## src/rtl/beep_pkg.sv

```systemverilog
// beep_pkg: shared state enum, note codes, period table and ROM entry layout for the buzzer scheduler
package beep_pkg;
  typedef enum logic [2:0] {ST_IDLE, ST_LOAD, ST_NOTE, ST_GAP, ST_DONE} state_e;
  localparam int NOTE_W = 4;
  localparam int DUR_W = 2;
  localparam int ENTRY_W = 1 + DUR_W + NOTE_W;
  localparam int ADDR_W = 7;
  localparam int PERIOD_W = 18;
  localparam logic [25:0] TICK_UNIT_DEF = 26'd12_499_999;
  localparam logic [21:0] GAP_CYC_DEF = 22'd2_500_000;
  localparam logic [NOTE_W-1:0] N_REST = 4'd0;
  localparam logic [NOTE_W-1:0] N_DO = 4'd1;
  localparam logic [NOTE_W-1:0] N_RE = 4'd2;
  localparam logic [NOTE_W-1:0] N_MI = 4'd3;
  localparam logic [NOTE_W-1:0] N_FA = 4'd4;
  localparam logic [NOTE_W-1:0] N_SO = 4'd5;
  localparam logic [NOTE_W-1:0] N_LA = 4'd6;
  localparam logic [NOTE_W-1:0] N_XI = 4'd7;
  localparam logic [NOTE_W-1:0] N_DOO = 4'd8;

  // Codes above DOO fall back to DO so a corrupt entry still sounds a sane pitch.
  function automatic logic [PERIOD_W-1:0] period_of(input logic [NOTE_W-1:0] n);
    case (n)
      N_REST: return 18'd0;
      N_RE: return 18'd170068;
      N_MI: return 18'd151515;
      N_FA: return 18'd143266;
      N_SO: return 18'd127551;
      N_LA: return 18'd113636;
      N_XI: return 18'd101214;
      N_DOO: return 18'd95556;
      default: return 18'd190840;
    endcase
  endfunction

  function automatic logic [1:0] rr_pick(input logic [3:0] req, input logic [1:0] ptr);
    logic [1:0] r;
    r = ptr;
    for (int i = 3; i >= 0; i--) if (req[ptr + 2'(i)]) r = ptr + 2'(i);
    return r;
  endfunction
endpackage

```

## src/rtl/beep_song_scheduler_if.sv

```systemverilog
// beep_song_scheduler_if: request/abort inputs and tone-generator outputs of the buzzer scheduler
interface beep_song_scheduler_if;
  import beep_pkg::*;
  logic [3:0] req;
  logic stop;
  logic [3:0] grant;
  logic [PERIOD_W-1:0] tone_period;
  logic tone_en;
  logic busy;
  logic done;
  modport master (output req, stop, input grant, tone_period, tone_en, busy, done);
  modport slave (input req, stop, output grant, tone_period, tone_en, busy, done);
endinterface

```

## src/rtl/beep_song_rom.sv

```systemverilog
// beep_song_rom: 4 songs x 32 entries of {last, dur, note}; unlisted entries read as zero
module beep_song_rom
  import beep_pkg::*;
(
  input  logic [ADDR_W-1:0]  addr_i,
  output logic [ENTRY_W-1:0] data_o
);
  always_comb begin
    data_o = '0;
    case (addr_i)
      7'd0: data_o = {1'b0, 2'd0, N_SO};
      7'd1: data_o = {1'b0, 2'd0, N_DOO};
      7'd2: data_o = {1'b0, 2'd0, N_SO};
      7'd3: data_o = {1'b1, 2'd0, N_DOO};
      7'd32: data_o = {1'b0, 2'd1, N_SO};
      7'd33: data_o = {1'b0, 2'd0, N_SO};
      7'd34: data_o = {1'b0, 2'd0, N_LA};
      7'd35: data_o = {1'b0, 2'd2, N_RE};
      7'd36: data_o = {1'b0, 2'd1, N_DO};
      7'd37: data_o = {1'b0, 2'd0, N_DO};
      7'd38: data_o = {1'b0, 2'd0, N_LA};
      7'd39: data_o = {1'b0, 2'd2, N_RE};
      7'd40: data_o = {1'b0, 2'd0, N_SO};
      7'd41: data_o = {1'b0, 2'd0, N_SO};
      7'd42: data_o = {1'b0, 2'd0, N_LA};
      7'd43: data_o = {1'b0, 2'd0, N_DOO};
      7'd44: data_o = {1'b0, 2'd0, N_LA};
      7'd45: data_o = {1'b0, 2'd0, N_SO};
      7'd46: data_o = {1'b0, 2'd0, N_DO};
      7'd47: data_o = {1'b0, 2'd0, N_DO};
      7'd48: data_o = {1'b0, 2'd0, N_LA};
      7'd49: data_o = {1'b1, 2'd3, N_RE};
      7'd64: data_o = {1'b0, 2'd0, N_DO};
      7'd65: data_o = {1'b0, 2'd0, N_MI};
      7'd66: data_o = {1'b0, 2'd1, N_REST};
      7'd67: data_o = {1'b0, 2'd0, N_SO};
      7'd68: data_o = {1'b1, 2'd1, N_DOO};
      7'd96: data_o = {1'b1, 2'd0, 4'd12};
      default: data_o = '0;
    endcase
  end
endmodule

```

## src/rtl/beep_song_scheduler.sv

```systemverilog
// beep_song_scheduler: round-robin owner of the buzzer, walks the granted song's notes with gaps.
// Define BEEP_SCHED_PREEMPT_EN to let req[0] (alarm) take over at the next note boundary.
module beep_song_scheduler
  import beep_pkg::*;
#(
  parameter logic [25:0] TICK_UNIT = TICK_UNIT_DEF,
  parameter logic [21:0] GAP_CYC = GAP_CYC_DEF,
  parameter int N_REQ = 4
) (
  input logic clk,
  input logic rst_n,
  beep_song_scheduler_if.slave bus_if
);
  state_e state_q, state_d, bnd_state;
  logic [N_REQ-1:0] grant_q, grant_d;
  logic [1:0] rr_q, rr_d, pick, dur_q, dur_d;
  logic [ADDR_W-1:0] addr_q, addr_d;
  logic [PERIOD_W-1:0] period_q, period_d;
  logic en_q, en_d, last_q, last_d;
  logic [25:0] unit_q, unit_d;
  logic [21:0] gap_q, gap_d;
  logic [ENTRY_W-1:0] entry;
  logic note_end, gap_end, bnd, own_req, abort, preempt;

  beep_song_rom u_rom (.addr_i(addr_q), .data_o(entry));

  assign pick = rr_pick(bus_if.req, rr_q);
  assign note_end = unit_q == '0 && dur_q == '0;
  assign gap_end = gap_q == '0;
  assign own_req = |(bus_if.req & grant_q);
  assign abort = bus_if.stop && state_q != ST_IDLE;
  assign bnd = (state_q == ST_GAP && gap_end) || (state_q == ST_NOTE && note_end && GAP_CYC == '0);
`ifdef BEEP_SCHED_PREEMPT_EN
  assign preempt = bus_if.req[0] && !grant_q[0];
`else
  assign preempt = 1'b0;
`endif
  assign bnd_state = preempt ? ST_LOAD : last_q ? ST_DONE : own_req ? ST_LOAD : ST_IDLE;

  always_ff @(posedge clk or negedge rst_n)
    if (!rst_n) state_q <= ST_IDLE;
    else state_q <= state_d;

  always_comb begin
    state_d = state_q;
    case (state_q)
      ST_IDLE: state_d = |bus_if.req ? ST_LOAD : ST_IDLE;
      ST_LOAD: state_d = ST_NOTE;
      ST_NOTE: state_d = !note_end ? ST_NOTE : GAP_CYC != '0 ? ST_GAP : bnd_state;
      ST_GAP: state_d = gap_end ? bnd_state : ST_GAP;
      default: state_d = ST_IDLE;
    endcase
    if (abort) state_d = ST_IDLE;
  end

  always_comb begin
    bus_if.busy = state_q != ST_IDLE;
    bus_if.done = state_q == ST_DONE;
  end

  assign bus_if.grant = grant_q;
  assign bus_if.tone_period = period_q;
  assign bus_if.tone_en = en_q;

  always_comb begin
    grant_d = grant_q;
    rr_d = rr_q;
    addr_d = addr_q;
    period_d = period_q;
    en_d = en_q;
    last_d = last_q;
    unit_d = unit_q;
    dur_d = dur_q;
    gap_d = gap_q;
    case (state_q)
      ST_IDLE: if (|bus_if.req) begin
        grant_d = N_REQ'(1) << pick;
        addr_d = {pick, 5'd0};
        rr_d = pick + 2'd1;
      end
      ST_LOAD: begin
        period_d = period_of(entry[NOTE_W-1:0]);
        en_d = entry[NOTE_W-1:0] != N_REST;
        last_d = entry[ENTRY_W-1] | &addr_q[4:0];
        unit_d = TICK_UNIT;
        dur_d = entry[NOTE_W+:DUR_W];
      end
      ST_NOTE: if (unit_q != '0) unit_d = unit_q - 26'd1;
      else if (dur_q != '0) begin
        dur_d = dur_q - 2'd1;
        unit_d = TICK_UNIT;
      end else begin
        en_d = 1'b0;
        gap_d = GAP_CYC - 22'd1;
      end
      ST_GAP: if (!gap_end) gap_d = gap_q - 22'd1;
      default: ;
    endcase
    // Same-cycle boundary decision for both the gap end and a gapless note end.
    if (bnd) begin
      if (preempt) begin
        grant_d = N_REQ'(1);
        addr_d = '0;
        rr_d = 2'd1;
      end else if (last_q || !own_req) grant_d = '0;
      else addr_d = {addr_q[6:5], addr_q[4:0] + 5'd1};
    end
    if (abort) begin
      grant_d = '0;
      en_d = 1'b0;
    end
  end

  always_ff @(posedge clk or negedge rst_n)
    if (!rst_n) begin
      grant_q <= '0;
      rr_q <= '0;
      addr_q <= '0;
      period_q <= '0;
      en_q <= 1'b0;
      last_q <= 1'b0;
      unit_q <= '0;
      dur_q <= '0;
      gap_q <= '0;
    end else begin
      grant_q <= grant_d;
      rr_q <= rr_d;
      addr_q <= addr_d;
      period_q <= period_d;
      en_q <= en_d;
      last_q <= last_d;
      unit_q <= unit_d;
      dur_q <= dur_d;
      gap_q <= gap_d;
    end
endmodule

```

## src/flat_wrapper.sv

```systemverilog
// flat-port wrapper written by rule: the top's interface ports become plain ports
module beep_song_scheduler_flat import beep_pkg::*;
#(
  parameter logic [25:0] TICK_UNIT = TICK_UNIT_DEF,
  parameter logic [21:0] GAP_CYC = GAP_CYC_DEF,
  parameter int N_REQ = 4
)
  (clk, rst_n, bus_if_req, bus_if_stop, bus_if_grant, bus_if_tone_period, bus_if_tone_en, bus_if_busy, bus_if_done);
  beep_song_scheduler_if bus_if_i ();
  input logic clk;
  input logic rst_n;
  input wire logic [$bits(bus_if_i.req)-1:0] bus_if_req;
  input wire logic [$bits(bus_if_i.stop)-1:0] bus_if_stop;
  output wire logic [$bits(bus_if_i.grant)-1:0] bus_if_grant;
  output wire logic [$bits(bus_if_i.tone_period)-1:0] bus_if_tone_period;
  output wire logic [$bits(bus_if_i.tone_en)-1:0] bus_if_tone_en;
  output wire logic [$bits(bus_if_i.busy)-1:0] bus_if_busy;
  output wire logic [$bits(bus_if_i.done)-1:0] bus_if_done;
  assign bus_if_i.req = bus_if_req;
  assign bus_if_i.stop = bus_if_stop;
  assign bus_if_grant = bus_if_i.grant;
  assign bus_if_tone_period = bus_if_i.tone_period;
  assign bus_if_tone_en = bus_if_i.tone_en;
  assign bus_if_busy = bus_if_i.busy;
  assign bus_if_done = bus_if_i.done;
  beep_song_scheduler #(.TICK_UNIT(TICK_UNIT), .GAP_CYC(GAP_CYC), .N_REQ(N_REQ)) u_core (.clk(clk), .rst_n(rst_n), .bus_if(bus_if_i));
endmodule
```

## config.mk

```make
export PLATFORM = sky130hd
export DESIGN_NAME = beep_song_scheduler_flat
export DESIGN_NICKNAME = d
export VERILOG_FILES = /design/src/rtl/beep_pkg.sv /design/src/rtl/beep_song_scheduler_if.sv /design/src/rtl/beep_song_rom.sv /design/src/rtl/beep_song_scheduler.sv /design/src/flat_wrapper.sv
export SDC_FILE = /design/constraint.sdc
export NUM_CORES = 1
export LEC_CHECK = 0
export CAP_MARGIN = 25
export CORE_UTILIZATION = 64
export CTS_BUF_LIST = sky130_fd_sc_hd__clkbuf_8 sky130_fd_sc_hd__clkbuf_16
export DETAILED_ROUTE_END_ITERATION = 7
export DONT_BUFFER_PORTS = 1
export PLACE_DENSITY = 0.8
export SLEW_MARGIN = 20
export SYNTH_ARGS = -nofsm -noshare
export SYNTH_HDL_FRONTEND = slang
export SYNTH_SLANG_ARGS = --single-unit
```

## constraint.sdc

```tcl
create_clock -name clk -period 3.82 [get_ports clk]
set_clock_uncertainty 0.2 [all_clocks]
set_input_delay 0.573 -clock clk [delete_from_list [all_inputs] [get_ports clk]]
set_output_delay 0.573 -clock clk [all_outputs]
set_load 0.005 [all_outputs]
```

==> results of run 1 <==
[metal layers]
| metal | GRT usage | vias to the layer above |
|---|---|---|
| met3 | 0.0657 | 9 |
| met4 | 0.0685 | 0 |
| met5 | 0 | - |
| met2 | 0.449 | 91 |
| met1 | 0.389 | 2004 |
| li1 | - | 1995 |
[layout make-up]
cell class / instances / share of cell area
inverter: 16 / 0.0112
tap: 99 / 0.0231
clock buffer: 10 / 0.0257
timing repair buffer: 10 / 0.0177
multi-input combinational: 427 / 0.504
sequential: 86 / 0.401
clock inverter: 6 / 0.0175
[power by group through the flow]
stage	clock [mW]	sequential, mW	combinational, mW
after floorplan	0	1.25	1.03
after global placement	0	1.32	1.19
after detailed placement	0	1.33	1.23
after CTS	0.739	1.31	1.26
after global routing	0.782	1.34	1.44
final	0.729	1.31	1.27
[cells in the mapped netlist, drive strengths merged (8+ instances only)]
cell,instances
or3,18
nand2,60
xnor2,26
dfrtp,86
nand3,16
o21ai,29
mux2i,8
ha,21
nor4,19
a31oi,9
xor2,9
nor2,52
or4,15
inv,16
a21oi,33
clkbuf,26
nor3,21
[what timing repair did]
action / in CTS / in global routing
setup buffers: 0 / 0
hold buffers: 2 / 0
endpoints found under the hold margin: 86 / 0
endpoints found under the setup margin: 0 / 0
[kinds of logic (layout without fill, tap and decap cells)]
kind of cell	count (synthesis)	count (layout)	synth area share
flops	86	86	0.430
mux	11	11	0.0227
fa+ha+maj	21	21	0.0525
compound gates	115	115	0.143
xor+xnor	35	35	0.0612
buf+inv	45	42	0.0342
simple gates	245	245	0.257
[sequential cells by signal (all words and copies together) (netlist names)]
register / flops
u_core.addr_q: 7
u_core.bus_if.grant: 4
u_core.bus_if.tone_en: 1
u_core.bus_if.tone_period: 18
u_core.dur_q: 2
u_core.gap_q: 22
u_core.last_q: 1
u_core.rr_q: 2
u_core.state_q: 3
u_core.unit_q: 26
[final timing paths]
path / startpoint / endpoint / slack, ns / depth (start not counted)
worst max-delay path: u_core.gap_q[7]$_DFFE_PN0P_ / u_core.addr_q[3]$_DFF_PN0_ / 0.46 / 6
worst max register to register: u_core.gap_q[7]$_DFFE_PN0P_ / u_core.addr_q[3]$_DFF_PN0_ / 0.46 / 6
min in group asynchronous: rst_n / u_core.unit_q[24]$_DFFE_PN0P_ / 0.58 / 2
worst min-delay path: bus_if_stop / u_core.state_q[1]$_DFF_PN0_ / 0.19 / 3
max in group asynchronous: rst_n / u_core.addr_q[2]$_DFF_PN0_ / 2.50 / 2
worst min register to register: u_core.dur_q[1]$_DFFE_PN0P_ / u_core.dur_q[1]$_DFFE_PN0P_ / 0.30 / 2
[worst max-delay path, cell delays in order (launching register included)]
cell	delay, ns
dfrtp_1	0.43
or4_4	0.58
or4_1	0.66
or4_1	0.72
or4_4	0.48
nand3_2	0.09
o21ai_2	0.05
[per-stage QoR]
step	util	hold WS, ns	std cells	setup WS [ns]
after CTS	0.724	0.172	653	0.471
after detailed placement	0.687	0.0796	635	0.494
after global routing	0.724	0.191	654	0.351
after floorplan	-	0.0774	558	0.673
after global placement	0.686	0.0796	634	0.546
final	0.724	0.186	654	0.460
==> summary.txt, run 1 <==
Run status
  – Status: finished clean

Timing
  – Unrepaired setup endpoints after global routing: false
  – Worst Tran Pin Value: 0.788 ns
  – Final Hold Violating Endpoints: 0
  – Setup TNS after final layout: 0 ns
  – Final Critical Period: 3.36 ns
  – Max-slew violations: 0
  – Fmax: 298 MHz
  – Rel. slew slack: 0.470
  – Final setup fails: 0
  – Final worst-path cycle share: 0.880

Clocking
  – Clock slew at reported path FFs: 0.09 ns
  – H-Tree Level Count: 3
  – Root Buffer: clkbuf_8
  – CTS tree: yes
  – Post-CTS Resized: 0
  – Clock Latency Late Sink: 0.36 ns
  – CTS Buffer Depth: 2
  – Cts bufs inserted: 9
  – CTS sink cnt: 86

Final layout
  – Share of cells above drive strength 1: 0.0811
  – # fillers: 571
  – Most common cell after layout, fill and taps aside: dfrtp_1
  – Multi-input gate area: 2700 sq um
  – Synth-to-Final Area Change: 7.12%
  – Finished Cell Area: 5370 sq um
  – ANT cells: 0
  – Reg area: 2150 sq um
  – Most frequent cells in the layout: dfrtp_1 (86), nand2_1 (60), nor2_1 (52)
  – Nets@finish: 578

Synth
  – FFs w/ async S/R, synth: 1.00
  – Sequential area share after synthesis: 0.430
  – Yosys cell types: 55
  – Biggest area consumer among synthesized cells: dfrtp_1
  – EDFF count, synth: 0
  – Gate Count Post-Synth: 558
  – Syn Area/Cell: 8.98 sq um
  – Synthesized net count: 586
  – YS warnings: 0
  – #FFs+latches synth: 86
  – Top cell type's share of synthesized area: 0.430
  – Top cells by area, synth: dfrtp_1 (43%), ha_1 (5.2%), xnor2_1 (4.5%)
  – Main flop type after synthesis: dfrtp_1
  – Mapped cell area: 5010 sq um

GRT
  – Grt total ovfl: 0
  – Vias in the first global route: 3,963
  – First-pass GRT wire length: 18,800 um
  – GRT Overall Usage: 0.281
  – Largest net degree at the start of global routing: 87
  – Initial antenna violation count: 0

Drt
  – Detailed-route via count: 4,099
  – Met2 wire len: 5230 um
  – Post-detailed-routing wire length: 10,700 um
  – Uppermost layer routed: met4
  – Initial DRC count: 342
  – Routed Antenna Nets: 0
  – Via-per-instance ratio: 6.27
  – DRT Pass-1 Iters: 4
  – WL/cell: 16.3 um
  – DR WL met3: 454 um
  – DRC violations left: 0
  – DRT met1 WL: 4870 um

Die
  – DIE WIDTH: 90.5 um
  – Die height: 90.5 um
  – Initial Util: 0.676
  – Num ports: 32
  – Core ar.: 7410 sq um
  – Die Area: 8180 sq um
  – Row count: 31

Placed design
  – Post-DP HPWL: 7170 um
  – Port Buffers: 0
  – Final GP Congestion: 0.838
  – Placed cell area: 5090 sq um

Worst setup path
  – WS Path Type: flop to flop
  – CP required: 3.85 ns
  – Worst-path maximum fanout: 9
  – WP data arrival: 3.39 ns
  – Critical path endpoint category: flop
  – Critical Path Start Type: flop

Power and ir drop
  – Post-layout power: 3.31 mW
  – Sw Ratio: 0.402
  – Gate power share: 0.383
  – Net Sw Power: 1.33 mW
  – Clk network pwr share: 0.220
  – Cell Pwr Density: 618 nW/um^2
  – P_leak: 2.30 nW
  – P_int: 1.98 mW
  – VDD IR max: 508 uV
  – Seq pwr share: 0.397

Flow run
  – Max Cap Viol: 0

Worst hold path
  – HP Class: primary input to flop
No activity file was read; power rests on OpenSTA's default activity.
==> run 2: changes to the inputs <==
- CAP_MARGIN: 25 -> 20
==> run 2 against run 1 <==
Net effect:
- global-route usage shrank 0.33 points
- count of clock-buffer cells in the layout is 1 lower
- worst setup slack worse by 0.0044 ns
- clock power shrank 3.2%
- core utilization down 0.25 points
- critical endpoint unchanged
==> summary.txt, run 2 (synthesized netlist as in run 1, its figures left out) <==
Die
  – Die Area: 8180 sq um
  – DIE WIDTH: 90.5 um
  – Initial Util: 0.676
  – Core ar.: 7410 sq um
  – Row count: 31
  – Num ports: 32
  – Die height: 90.5 um

Final layout
  – Synth-to-Final Area Change: 6.74%
  – Share of cells above drive strength 1: 0.0778
  – ANT cells: 0
  – Top reg by flops: u_core.unit_q
  – Most frequent cells in the layout: dfrtp_1 (86), nand2_1 (60), nor2_1 (52)
  – Multi-input gate area: 2710 sq um
  – Nets@finish: 576
  – # fillers: 568
  – Reg area: 2150 sq um
  – Max reg flops: 26
  – Most common cell after layout, fill and taps aside: dfrtp_1

Drt
  – Post-detailed-routing wire length: 10,700 um
  – DRC violations left: 0
  – Routed Antenna Nets: 0
  – Initial DRC count: 326
  – WL/cell: 16.3 um
  – Via-per-instance ratio: 6.36
  – Detailed-route via count: 4,145
  – DRT Pass-1 Iters: 5

Worst hold path
  – Hold_sp: bus_if_stop
  – HP Class: primary input to flop
  – Worst Hold End: u_core.state_q[1]$_DFF_PN0_
  – Depth of the worst hold-timing path: 3

Timing
  – Final worst-path cycle share: 0.881
  – Max-slew violations: 0
  – Final setup fails: 0
  – Setup TNS after final layout: 0 ns
  – Rel. slew slack: 0.287
  – PnR worst setup slack: 0.455 ns
  – Final Hold Violating Endpoints: 0
  – Final Critical Period: 3.36 ns
  – Fmax: 297 MHz
  – Unrepaired setup endpoints after global routing: false
  – Worst Tran Pin Value: 1.06 ns

Clocking
  – Clock Latency Late Sink: 0.36 ns
  – Post-CTS Resized: 0
  – Clock slew at reported path FFs: 0.09 ns
  – CTS sink cnt: 86
  – H-Tree Level Count: 3
  – Cts bufs inserted: 9
  – Setup bufs post-CTS: 0
  – CTS Buffer Depth: 2
  – Hold_buf cts: 2
  – Root Buffer: clkbuf_8
  – CTS tree: yes

Worst setup path
  – CP required: 3.85 ns
  – Critical Path Start Type: flop
  – Reg2reg setup slack: 0.46 ns
  – WP data arrival: 3.39 ns
  – Cells on worst reg2reg path: 6
  – Critical path endpoint category: flop
  – Worst-path maximum fanout: 9
  – Worst reg2reg path startpoint: u_core.gap_q[7]$_DFFE_PN0P_
  – WS Path Type: flop to flop
  – Reg2Reg Capture Point: u_core.addr_q[3]$_DFF_PN0_

GRT
  – Initial antenna violation count: 0
  – GRT Overall Usage: 0.278
  – Grt total ovfl: 0
  – Vias in the first global route: 4,059
  – Largest net degree at the start of global routing: 87
  – First-pass GRT wire length: 18,800 um

Placed design
  – Place WS: 0.496 ns
  – Port Buffers: 0
  – Post-DP HPWL: 7120 um
  – Final GP Congestion: 0.838

Power and ir drop
  – P_leak: 2.29 nW
  – Cell Pwr Density: 613 nW/um^2
  – VDD IR max: 587 uV

Flow run
  – Max Cap Viol: 0

Run status
  – Status: finished clean
run 2: stage by stage:
stage | utilization | cell area [sq um] | cells | total power, mW | hold slack, ns
6_report | 0.722 | 5350 | 652 | 3.28 | 0.180
4_1_cts | 0.721 | 5340 | 652 | 3.29 | 0.165
3_3_place_gp | 0.686 | 5080 | 634 | 2.52 | 0.0796
5_1_grt | 0.722 | 5350 | 652 | 3.52 | 0.201
3_5_place_dp | 0.686 | 5080 | 634 | 2.55 | 0.0798
2_1_floorplan | - | 5010 | 558 | 2.28 | 0.0774
run 2: worst max-delay path, stage by stage (launching register included):
cell     delay (ns)
dfrtp_1        0.43
or4_4          0.58
or4_1          0.66
or4_1          0.73
or4_4          0.48
nand3_2        0.09
o21ai_2        0.05
run 2: power by group:
group,total (mW),leakage [nW],switching (mW),internal (mW)
Clock,0.706,0.111,0.335,0.371
Sequential,1.31,1.06,0.210,1.10
Combinational,1.26,1.11,0.783,0.478
run 2: cell type report:
| class | instances | area share |
|---|---|---|
| Clock buffer | 9 | 0.0232 |
| Clock inverter | 7 | 0.0183 |
| Inverter | 16 | 0.0112 |
| Multi-Input combinational cell | 427 | 0.506 |
| Sequential cell | 86 | 0.403 |
| Tap cell | 99 | 0.0232 |
| Timing Repair Buffer | 8 | 0.0154 |
run 2: metal layers:
layer / track usage / share of wire / up-vias
li1: - / - / 1982
met1: 0.378 / 0.45 / 2011
met2: 0.459 / 0.49 / 129
met3: 0.0505 / 0.051 / 23
met4: 0.0726 / 0.013 / 0
met5: 0 / 0 / -
run 2: how the worst max path moves through the flow:
| stage | startpoint | to | slack, ns |
|---|---|---|---|
| 5_1_grt | u_core.gap_q[7]$_DFFE_PN0P_ | u_core.addr_q[3]$_DFF_PN0_ | 0.31 |
| 3_3_place_gp | u_core.gap_q[7]$_DFFE_PN0P_ | u_core.addr_q[3]$_DFF_PN0_ | 0.55 |
| 3_5_place_dp | u_core.gap_q[7]$_DFFE_PN0P_ | u_core.addr_q[3]$_DFF_PN0_ | 0.50 |
| 6_report | u_core.gap_q[7]$_DFFE_PN0P_ | u_core.addr_q[3]$_DFF_PN0_ | 0.46 |
| 2_1_floorplan | u_core.gap_q[7]$_DFFE_PN0P_ | u_core.addr_q[3]$_DFF_PN0_ | 0.67 |
| 4_1_cts | u_core.gap_q[7]$_DFFE_PN0P_ | u_core.addr_q[3]$_DFF_PN0_ | 0.47 |
==> run 3: changes to the inputs <==
- CAP_MARGIN: 20 -> 40
- CORE_UTILIZATION: 64 -> 58
- PLACE_DENSITY: 0.8 -> 0.76
- clock period: 3.82 -> 2.99 ns (I/O delays scaled with it)
==> run 3 against run 2 <==
Net effect:
- largest power group is now combinational logic
- largest cell class unchanged
- via count decreased by 1.3%
- highest routed layer unchanged
- sequential power increased by 27%
- register-to-register slack got worse by 0.42 ns
- die area increased by 10%
- non-clock buffer count increased by 18
- core utilization decreased by 6.5 points
==> summary.txt, run 3 (synthesized netlist as in run 1, its figures left out) <==
Drt
  – Initial DRC count: 198
  – DRC violations left: 0
  – WL/cell: 16.0 um
  – Detailed-route via count: 4,093
  – Post-detailed-routing wire length: 10,800 um
  – DRT Pass-1 Iters: 5
  – Routed Antenna Nets: 0
  – Via-per-instance ratio: 6.05

GRT
  – Grt total ovfl: 0
  – GRT Overall Usage: 0.261
  – Initial antenna violation count: 0
  – First-pass GRT wire length: 18,400 um
  – Vias in the first global route: 3,964
  – Largest net degree at the start of global routing: 87

Run status
  – Status: finished clean

Timing
  – Final Hold Violating Endpoints: 0
  – Final setup fails: 0
  – PnR worst setup slack: 0.0317 ns
  – Final worst-path cycle share: 0.989
  – Worst Tran Pin Value: 0.609 ns
  – Fmax: 338 MHz
  – Rel. slew slack: 0.593
  – Unrepaired setup endpoints after global routing: false
  – Final Critical Period: 2.96 ns
  – Max-slew violations: 0

Placed design
  – Post-DP HPWL: 7550 um
  – Placed cell area: 5230 sq um
  – Place WS: 0.0481 ns
  – Final GP Congestion: 0.854
  – Port Buffers: 0

Final layout
  – Top reg by flops: u_core.unit_q
  – Most frequent cells in the layout: dfrtp_1 (86), nand2_1 (60), nor2_1 (52)
  – Finished Cell Area: 5450 sq um
  – Max reg flops: 26
  – Most common cell after layout, fill and taps aside: dfrtp_1
  – ANT cells: 0
  – Nets@finish: 594
  – Synth-to-Final Area Change: 8.74%
  – Share of cells above drive strength 1: 0.109

Die
  – Die Area: 9010 sq um
  – Row count: 33
  – Num ports: 32
  – Die height: 94.9 um
  – Initial Util: 0.603
  – DIE WIDTH: 94.9 um
  – Core ar.: 8300 sq um

Worst setup path
  – CP dominant cell by count: or4_4
  – CP Buf/Inv Count: 0
  – Critical Path Max Stage Delay: 0.58 ns
  – Critical Path Start Type: flop
  – Critical Path, Cell by Cell: or4_4 > or4_4 > or4_4 > or4_4 > nand3_2 > o21ai_2
  – Critical path endpoint category: flop
  – Worst-path maximum fanout: 5
  – WS Path Type: flop to flop
  – Max stage delay cell, worst path: or4_4
  – Worst path top cell family by delay: simple AND/OR/NAND/NOR gates
  – WP data arrival: 3.01 ns
  – CP required: 3.04 ns

Clocking
  – Clock slew at reported path FFs: 0.09 ns
  – H-Tree Level Count: 3
  – Clock Latency Late Sink: 0.36 ns
  – Cts bufs inserted: 9
  – CTS tree: yes
  – CTS Buffer Depth: 2
  – Root Buffer: clkbuf_8
  – CTS sink cnt: 86

Power and ir drop
  – VDD IR max: 716 uV
  – Cell Pwr Density: 747 nW/um^2
  – P_leak: 2.35 nW

Flow run
  – Max Cap Viol: 0

Worst hold path
  – HP Class: primary input to flop
[run 3: cell types whose count changed in the layout (fill, tap and decap cells not counted)]
cell,delta
clkinv_4,-1
nor4_2,+1
a21oi_1,+1
nor4_1,-1
bufinv_16,-2
a21oi_2,-1
inv_1,+2
clkinvlp_4,+1
buf_2,+1
or4_1,-3
buf_4,+17
or4_4,+3
[run 3: layout make-up]
| type | instances | area, sq um |
|---|---|---|
| inverter | 16 | 60.1 |
| timing repair buffer | 26 | 215 |
| fill | 678 | 2850 |
| multi-input combinational | 427 | 2720 |
| tap | 105 | 131 |
| clock inverter | 7 | 43.8 |
| clock buffer | 9 | 124 |
| sequential | 86 | 2150 |
[run 3: per-layer routing]
metal / GRT usage / wire, um
met1: 0.351 / 5000
met2: 0.423 / 5210
met3: 0.0531 / 440
met4: 0.0833 / 130
met5: 0 / 0
[run 3: final timing paths]
kind / from / endpoint / slack [ns] / depth (start not counted)
min in group asynchronous: rst_n / u_core.unit_q[12]$_DFFE_PN0P_ / 0.43 / 2
hold reg to reg: u_core.dur_q[1]$_DFFE_PN0P_ / u_core.dur_q[1]$_DFFE_PN0P_ / 0.30 / 2
hold / removal: bus_if_stop / u_core.state_q[1]$_DFF_PN0_ / 0.05 / 3
setup / recovery: u_core.gap_q[10]$_DFFE_PN0P_ / u_core.addr_q[3]$_DFF_PN0_ / 0.03 / 6
setup reg to reg: u_core.gap_q[10]$_DFFE_PN0P_ / u_core.addr_q[3]$_DFF_PN0_ / 0.03 / 6
max in group asynchronous: rst_n / u_core.rr_q[0]$_DFFE_PN0P_ / 1.81 / 2
[run 3: through the flow]
stage / utilization / cells / power, mW / hold slack, ns / TNS, ns
final: 0.656 / 676 / 4.07 / 0.0455 / 0
after floorplan: - / 558 / 2.91 / -0.0471 / -0.0928
after global placement: 0.629 / 656 / 3.27 / -0.0445 / 0
after CTS: 0.655 / 675 / 4.08 / 0.0433 / 0
after global routing: 0.656 / 676 / 4.37 / 0.0488 / 0
after detailed placement: 0.630 / 657 / 3.34 / -0.0439 / 0
[run 3: power breakdown]
| group | leakage [nW] | switching [mW] | internal (mW) |
|---|---|---|---|
| clock network | 0.0896 | 0.426 | 0.297 |
| registers | 1.06 | 0.249 | 1.41 |
| logic | 1.20 | 1.04 | 0.652 |
[run 3: worst register-to-register path: stages (launching register included)]
cell	delay (ns)
dfrtp_1	0.40
or4_4	0.58
or4_4	0.51
or4_4	0.56
or4_4	0.45
nand3_2	0.10
o21ai_2	0.05
[run 3: what timing repair did]
action	4_1_cts	5_1_grt
resized for setup	0	1
endpoints found under the hold margin	86	0
endpoints found under the setup margin	0	2
hold buffers	2	0
setup buffers	0	1
